[config.mk]
export PLATFORM = sky130hd
export DESIGN_NAME = pipe_ctrl
export DESIGN_NICKNAME = d
export VERILOG_FILES = /design/src/rtl/pipe_ctrl.sv
export SDC_FILE = /design/constraint.sdc
export NUM_CORES = 1
export LEC_CHECK = 0
export CAP_MARGIN = 20
export CORE_MARGIN = 1
export CORE_UTILIZATION = 40
export CTS_BUF_LIST = sky130_fd_sc_hd__clkbuf_8
export DETAILED_ROUTE_END_ITERATION = 8
export PLACE_DENSITY = 0.69
export SLEW_MARGIN = 30
export SYNTH_ARGS = -nofsm -noshare
export SYNTH_HDL_FRONTEND = slang
export SYNTH_SLANG_ARGS = --single-unit
export TNS_END_PERCENT = 100
[constraint.sdc]
create_clock -name clk -period 3.7 [get_ports clk]
set_input_delay 0.74 -clock clk [delete_from_list [all_inputs] [get_ports clk]]
set_output_delay 0.74 -clock clk [all_outputs]
set_load 0.02 [all_outputs]
[src/rtl/pipe_ctrl.sv]
// Pipeline control: arbitrates per-stage stall/flush requests into hold, bubble
// and redirect controls, tracks per-register valid bits and performance counters.
module pipe_ctrl #(
  parameter int unsigned NUM_STAGES = 5,
  parameter int unsigned CNT_W      = 32
) (
  input  logic                  clk,
  input  logic                  rst,
  input  logic [NUM_STAGES-1:0] stall_req,
  input  logic [NUM_STAGES-1:0] flush_req,
  output logic [NUM_STAGES-1:0] hold,
  output logic [NUM_STAGES-1:0] bubble,
  output logic                  redirect,
  output logic [NUM_STAGES-1:0] valid,
  output logic                  retire,
  output logic [CNT_W-1:0]      cycle_cnt,
  output logic [CNT_W-1:0]      retire_cnt,
  output logic [CNT_W-1:0]      stall_cnt,
  output logic [CNT_W-1:0]      flush_cnt
);

  localparam int unsigned IDX_W = $clog2(NUM_STAGES);

  logic [NUM_STAGES-1:0] valid_q;
  logic [NUM_STAGES-1:0] valid_d;
  logic [NUM_STAGES-1:0] qual_mask;
  logic [NUM_STAGES-1:0] stall_q;
  logic [NUM_STAGES-1:0] flush_q;
  logic [NUM_STAGES-1:0] shifted;
  logic [IDX_W-1:0]      stall_idx;
  logic [IDX_W-1:0]      flush_idx;
  logic                  stall_any;
  logic                  flush_any;
  logic                  stall_eff;
  logic                  flush_eff;

  // Stage 0 is qualified only by reset; older stages also need a valid instruction.
  assign qual_mask = rst ? '0 : {valid_q[NUM_STAGES-1:1], 1'b1};
  assign stall_q   = stall_req & qual_mask;
  assign flush_q   = flush_req & qual_mask;
  assign shifted   = {valid_q[NUM_STAGES-2:0], 1'b1};
  assign valid     = valid_q;

  always_comb begin
    stall_idx = '0;
    flush_idx = '0;
    stall_any = 1'b0;
    flush_any = 1'b0;
    stall_eff = 1'b0;
    flush_eff = 1'b0;
    hold      = '0;
    bubble    = '0;
    redirect  = 1'b0;
    retire    = 1'b0;
    valid_d   = valid_q;

    // Ascending scan leaves the oldest requesting stage in the index.
    for (int i = 0; i < int'(NUM_STAGES); i++) begin
      if (stall_q[i]) begin
        stall_any = 1'b1;
        stall_idx = IDX_W'(i);
      end
      if (flush_q[i]) begin
        flush_any = 1'b1;
        flush_idx = IDX_W'(i);
      end
    end

    stall_eff = stall_any && (!flush_any || (stall_idx >= flush_idx));
    flush_eff = flush_any && (!stall_any || (flush_idx > stall_idx));
    redirect  = flush_eff;

    for (int i = 0; i < int'(NUM_STAGES); i++) begin
      if (stall_eff && (i <= int'(stall_idx)))
        hold[i] = 1'b1;
      if (stall_eff && (i == int'(stall_idx) + 1))
        bubble[i] = 1'b1;
      if (flush_eff && (i >= 1) && (i <= int'(flush_idx)))
        bubble[i] = 1'b1;
    end

    retire = !rst && valid_q[NUM_STAGES-1] && !hold[NUM_STAGES-1];

    for (int i = 0; i < int'(NUM_STAGES); i++) begin
      if (hold[i])
        valid_d[i] = valid_q[i];
      else if (bubble[i])
        valid_d[i] = 1'b0;
      else
        valid_d[i] = shifted[i];
    end
  end

  // Valid bits and wrapping performance counters.
  always_ff @(posedge clk) begin
    if (rst) begin
      valid_q    <= '0;
      cycle_cnt  <= '0;
      retire_cnt <= '0;
      stall_cnt  <= '0;
      flush_cnt  <= '0;
    end else begin
      valid_q   <= valid_d;
      cycle_cnt <= cycle_cnt + CNT_W'(1);
      if (retire)
        retire_cnt <= retire_cnt + CNT_W'(1);
      if (stall_eff)
        stall_cnt <= stall_cnt + CNT_W'(1);
      if (flush_eff)
        flush_cnt <= flush_cnt + CNT_W'(1);
    end
  end

endmodule

; ---- Word-level counts from Yosys, hierarchy flattened
; Index checks and enable logic that the tools add are counted.
[word_totals]
regBits = 133
in_bits = 12
out_inout_bits = 145
wordCells = 92
[op_classes]
addsub = 5
order_cmp = 10
eq_ne = 4
muxes = 38
n_bitwise = 2
reduce_logical = 24
[ops]
columns = operator, count
row1 = $add A32 B1 Y32 const B, 4
row2 = $eq A3 B32 Y1 const A, 2
row3 = $eq A2 B32 Y1 const A, 1
row4 = $logic_not A32 Y1, 1
row5 = $mux W1, 31
row6 = $logic_and A1 B1 Y1, 17
row7 = $le A2 B3 Y1 const A, 4
row8 = $mux W3, 4
row9 = $and A5 B5 Y5, 2
row10 = $le A1 B3 Y1 const A, 2
row11 = $le A3 B3 Y1 const A, 2
row12 = $mux W5, 1
row13 = $add A3 B1 Y4 const B, 1
row14 = $eq A3 B4 Y1 const A, 1
row15 = $logic_not A1 Y1, 4
row16 = $mux W2, 2
row17 = $ge A3 B3 Y1, 1
row18 = $gt A3 B3 Y1, 1
row19 = $logic_or A1 B1 Y1, 2

; ---- Logic depth before layout (Yosys ltp)
[logic_depth]
ltp_word = 14
depth_mapped = 14
ltp_nobuf = 10

; ---- Worst setup path after synthesis
; Ideal clock, no wire load.
[synth_timing]
kind = in2out
start = input port rst
end = output port bubble[1]
t_arrival_ns = 3.517
t_required_ns = 2.960
slack_ns = -0.557
cell_stages = 10
n_path_buf = 5
path_cell_list = clkbuf_2 -> buf_2 -> clkbuf_1 -> clkbuf_1 -> nor3_1 -> ha_1 -> a211oi_1 -> o31ai_2 -> clkbuf_1 -> o32ai_1
[synth_via]
elab_chain_cells = 13
[synth_lines]
columns = item, line
row1 = "start, declared", 8  ; input logic rst,
row2 = $mux W5 (*), 38  ; assign qual_mask = rst ? '0 : {valid_q[NUM_STAGES-1:1], 1'b1};
row3 = branches (longest 11 deep; another with $add A3 B1 Y4), n/a
row4 = $mux W1 (*), 78  ; if (flush_eff && (i >= 1) && (i <= int'(flush_idx)))
row5 = "end, declared", 12  ; output logic [NUM_STAGES-1:0] bubble,
; Mark *: on every way between the ends.

; ---- Final worst setup path
[layout_timing]
start = input port flush_req[3]
end = output port bubble[1]
[layout_via]
elab_chain_cells = 9
[layout_lines]
columns = item, line
row1 = "start, declared", 10  ; input logic [NUM_STAGES-1:0] flush_req,
row2 = $and A5 B5 Y5 (*), 40  ; assign flush_q = flush_req & qual_mask;
row3 = $mux W3 or $mux W1 (tied branches) (2 in series), 63  ; if (flush_q[i]) begin
row4 = $ge A3 B3 Y1 or $logic_not A1 Y1 (tied branches), 69  ; stall_eff = stall_any && (!flush_any || (stall_idx >= flush_idx));
row5 = $logic_or A1 B1 Y1, 69
row6 = $logic_and A1 B1 Y1, 69
row7 = $logic_and A1 B1 Y1, 76  ; if (stall_eff && (i == int'(stall_idx) + 1))
row8 = $mux W1, 76
row9 = $mux W1 (*), 78
; Mark *: on every way between the ends. The rest lies on a longest branch, timed or not.

==> Implementation_results.wiki <==
{| class="wikitable"
! Metric !! Value
|-
| Power density over the cells || 314 nW/um^2
|-
| CTS clk-pin slew, worst paths || 0.07 ns
|-
| Detailed Route WL || 19400 um
|-
| Floorplan die area || 17800 sq um
|-
| Via count of the first global-routing pass || 6382
|-
| Largest buffer count on any clock path || 2
|-
| Area added between synthesis and finish || 36.9%
|-
| Compound-gate portion of the synthesized area || 21.4%
|-
| # hold bufs at CTS || 0
|-
| Sequential area share after synthesis || 38.6%
|-
| Gr busiest metal || met2
|-
| Type of destination of the critical path || output pin
|-
| Ant. Diodes || 0
|-
| Global-route wire length before repair || 31600 um
|-
| Largest fanout on the critical path || 3
|-
| Area inside the core boundary || 16700 sq um
|-
| Run status || finished clean
|-
| Number of placed I/O pins || 157
|-
| Fmax achieved || 274 MHz
|-
| Total clock buffers created by CTS || 17
|-
| Final routed wire length divided by cell count || 15.7 um
|-
| Worst-case headroom to the max-slew limit || 44.6%
|-
| Hold-critical path depth || 2
|-
| Height of the die || 133 um
|-
| Hold_sp || retire_cnt[31]
|-
| Die extent in x || 133 um
|-
| Non-Filler Instances || 1236
|-
| Count of placed standard cells including taps || 1198
|-
| Fin crit period || 3.65 ns
|-
| Number of nets produced by synthesis || 841
|-
| Hold violation count in the final report || 0
|-
| Start of the worst register-to-register path || valid[4]
|-
| Number of clock sinks || 133
|-
| Final GP Congestion || 0.839
|-
| Avg Cell Area, Syn || 8.39 sq um
|-
| Initial antenna violation count || 1
|-
| Effective utilization at floorplan || 41.3%
|-
| Overflow after GRT || 0
|-
| First element of the critical path || flush_req[3]
|-
| Number of enable-type register cells in the synthesized netlist || 0
|-
| Max-cap violations || 0
|-
| Met1 track utilization from global routing || 28.1%
|-
| Via/cell ratio || 5.75
|-
| Number of pins with negative max-slew slack in the final report || 0
|-
| H-tree level count || 4
|-
| Antenna violation net count after detailed routing || 0
|-
| # nets final || 1022
|-
| Reported leakage power || 3.09 nW
|-
| Max Clock Skew || 0.00972 ns
|-
| Hold worst-path end || retire_cnt[31]
|-
| Drt drc || 0
|-
| Num rows || 47
|-
| Maximum number of pins on one net before global-route repair || 56
|-
| Drt first pass iters || 5
|-
| Final setup violation count || 0
|-
| Met2 track utilization from global routing || 35.3%
|-
| Largest family of logic cells by synthesized area || simple AND/OR/NAND/NOR gates
|-
| Cell type contributing the most total cell area after synthesis || sky130_fd_sc_hd__dfxtp_1
|-
| Post-synth top flop || sky130_fd_sc_hd__dfxtp_1
|-
| Simple logic cell fraction of the synthesized area || 29.4%
|-
| Setup tns final || 0 ns
|-
| Required time at the endpoint of the critical path || 2.96 ns
|-
| Fillers || 1544
|-
| Placement Setup Slack || -0.526 ns
|-
| Number of DRC violations after detailed-routing iteration 0 || 467
|-
| Post-Synth Adder-Cell Area || 1.27%
|-
| Fraction of layout instances using a drive strength above 1 || 14.2%
|-
| Slew at the pin closest to its max-slew limit || 0.829 ns
|-
| Number of instances in the synthesized netlist || 822
|-
| PortBufs || 155
|-
| Met3 usage || 5.90%
|-
| Share of synthesized flip-flops with an asynchronous set or reset || 0%
|-
| Number of synthesized register bits || 133
|-
| Cell count of the worst reg-to-reg path || 11
|-
| Path class of the lowest-slack min-delay path || reg -> reg
|-
| Worst vdd rail ir drop || 0.000187 V
|-
| RR Endpoint || stall_cnt[26]
|-
| Post-route fraction of the period consumed by the critical path || 98.6%
|-
| Global-route usage over all layers || 21.8%
|-
| CTS root buffer || sky130_fd_sc_hd__clkbuf_8
|-
| Number of distinct library cells after synthesis || 62
|-
| Synthesis Warnings || 0
|-
| Half-perimeter wire length of the detailed placement result || 13400 um
|-
| Clock Latency Late Sink || 0.44 ns
|-
| Xor and xnor fraction of the mapped netlist area || 2.79%
|-
| Fin area || 9440 sq um
|-
| Worst setup slack for register-to-register paths || 0.76 ns
|-
| Worst hold slack || 0.486 ns
|-
| Synth top area cells || sky130_fd_sc_hd__dfxtp_1 39%, sky130_fd_sc_hd__or4_1 6.9%, sky130_fd_sc_hd__o31ai_1 6.6%
|-
| Portion of synthesized cell area occupied by the leading cell type || 38.6%
|-
| Arrival time at the worst endpoint || 2.91 ns
|-
| Critical path startpoint category || primary input
|-
| Total standard cell area after synthesis || 6900 sq um
|-
| Setup Crit Path Kind || in -> out
|-
| Post-route worst setup slack || 0.0528 ns
|-
| Post-placement cell area || 8960 sq um
|-
| CTS tree || done
|-
| Portion of netlist area occupied by mux cells || 1.43%
|-
| Count of vias placed by the detailed router || 7108
|}
cell type report:
class                      count  area, sq um  share of cell area [%]
sequential                   133         2660                    28.2
multi-input combinational    607         4010                    42.5
clock inverter                14          139                    1.47
inverter                      26         97.6                    1.03
tap                          220          275                    2.91
clock buffer                  18          248                    2.62
timing repair buffer         218         2010                    21.3
sequential cells by signal (all words and copies together), names as in the netlist:
name	flops
cycle_cnt	32
flush_cnt	32
retire_cnt	32
stall_cnt	32
valid	5
where the power goes:
group | internal [mW] | switching, mW
registers | 1.44 | 0.0136
clock network | 0.609 | 0.592
logic | 0.126 | 0.181
total | 2.18 | 0.786
cell usage in the layout (no fill, tap or decap), types with 11 or more instances in the layout:
cell type | synthesis | routed
sky130_fd_sc_hd__nor2_1 | 50 | 49
sky130_fd_sc_hd__and3_1 | 12 | 11
sky130_fd_sc_hd__clkbuf_8 | 0 | 18
sky130_fd_sc_hd__o21ai_0 | 20 | 19
sky130_fd_sc_hd__nand4_1 | 37 | 37
sky130_fd_sc_hd__clkdlybuf4s50_1 | 0 | 139
sky130_fd_sc_hd__or3_1 | 17 | 16
sky130_fd_sc_hd__nand2_1 | 54 | 54
sky130_fd_sc_hd__nand3_1 | 45 | 44
sky130_fd_sc_hd__or4_1 | 63 | 63
sky130_fd_sc_hd__dfxtp_1 | 133 | 133
sky130_fd_sc_hd__a21oi_1 | 79 | 77
sky130_fd_sc_hd__buf_4 | 2 | 63
sky130_fd_sc_hd__o41ai_1 | 12 | 12
sky130_fd_sc_hd__nor4_1 | 11 | 11
sky130_fd_sc_hd__inv_1 | 25 | 27
sky130_fd_sc_hd__xor2_1 | 13 | 13
sky130_fd_sc_hd__o31ai_1 | 61 | 61
critical path, stage by stage:
cell,delay [ns]
sky130_fd_sc_hd__clkdlybuf4s50_1,0.52
sky130_fd_sc_hd__a22oi_2,0.09
sky130_fd_sc_hd__nor3_2,0.26
sky130_fd_sc_hd__ha_4,0.25
sky130_fd_sc_hd__a211oi_4,0.30
sky130_fd_sc_hd__buf_6,0.15
sky130_fd_sc_hd__o31ai_4,0.07
sky130_fd_sc_hd__o32ai_2,0.32
sky130_fd_sc_hd__buf_4,0.20
per-stage QoR:
| step | utilization [%] | total power, mW |
|---|---|---|
| after floorplan | - | 1.65 |
| after global placement | 53.7 | 1.77 |
| after detailed placement | 53.7 | 1.78 |
| after CTS | 56.1 | 2.98 |
| after global routing | 56.5 | 3.08 |
| final | 56.5 | 2.96 |
cell usage after synthesis, types with 3 or more instances:
master and number:
sky130_fd_sc_hd__o311ai_0 10, sky130_fd_sc_hd__or2_2 4, sky130_fd_sc_hd__buf_2 14, sky130_fd_sc_hd__o31ai_1 61
sky130_fd_sc_hd__nor4_1 11, sky130_fd_sc_hd__nand2_1 54, sky130_fd_sc_hd__a211oi_1 3, sky130_fd_sc_hd__and4_1 10
sky130_fd_sc_hd__nand3b_1 3, sky130_fd_sc_hd__o21ai_0 20, sky130_fd_sc_hd__or3_1 17, sky130_fd_sc_hd__buf_1 4
sky130_fd_sc_hd__o41ai_1 12, sky130_fd_sc_hd__ha_1 7, sky130_fd_sc_hd__and3_1 12, sky130_fd_sc_hd__mux2_2 7
sky130_fd_sc_hd__o31a_1 6, sky130_fd_sc_hd__xnor2_1 9, sky130_fd_sc_hd__nand3_1 45, sky130_fd_sc_hd__o32ai_1 4
sky130_fd_sc_hd__nand2b_1 3, sky130_fd_sc_hd__xor2_1 13, sky130_fd_sc_hd__or4_1 63, sky130_fd_sc_hd__and3b_1 3
sky130_fd_sc_hd__clkbuf_1 32, sky130_fd_sc_hd__nand4_1 37, sky130_fd_sc_hd__o211ai_1 5, sky130_fd_sc_hd__nor2b_1 10
sky130_fd_sc_hd__nor3_1 9, sky130_fd_sc_hd__inv_1 25, sky130_fd_sc_hd__nor2_1 50, sky130_fd_sc_hd__o21a_1 5
sky130_fd_sc_hd__and2_1 6, sky130_fd_sc_hd__a21oi_1 79, sky130_fd_sc_hd__dfxtp_1 133
how the worst max path moves through the flow:
stage | slack (ns) | to
after floorplan | -0.01 | hold[0]
after global placement | -0.51 | bubble[1]
after detailed placement | -0.53 | bubble[1]
after CTS | -0.06 | bubble[3]
after global routing | -0.02 | bubble[1]
final | 0.05 | bubble[1]
timing repair:
| action | CTS | global route |
|---|---|---|
| pin swaps | 1 | 8 |
| setup endpoints to repair | 11 | 11 |
| gates cloned | 0 | 0 |
| setup buffers | 3 | 3 |
| resized for setup | 46 | 16 |
routing by layer:
layer	part of all wire, %	vias up
li1	-	3542
met1	46	3369
met2	47	178
met3	6.0	17
met4	0.79	2
met5	0.057	-
logic make-up (layout without fill, tap and decap cells):
family | count (synthesis) | after routing
fa+ha+maj | 7 | 7
xor+xnor | 22 | 22
other cells | 1 | 1
mux | 9 | 9
compound gates | 221 | 221
buf+inv | 82 | 276
flops | 133 | 133
simple gates | 347 | 347
(Power assumes the default switching activity.)
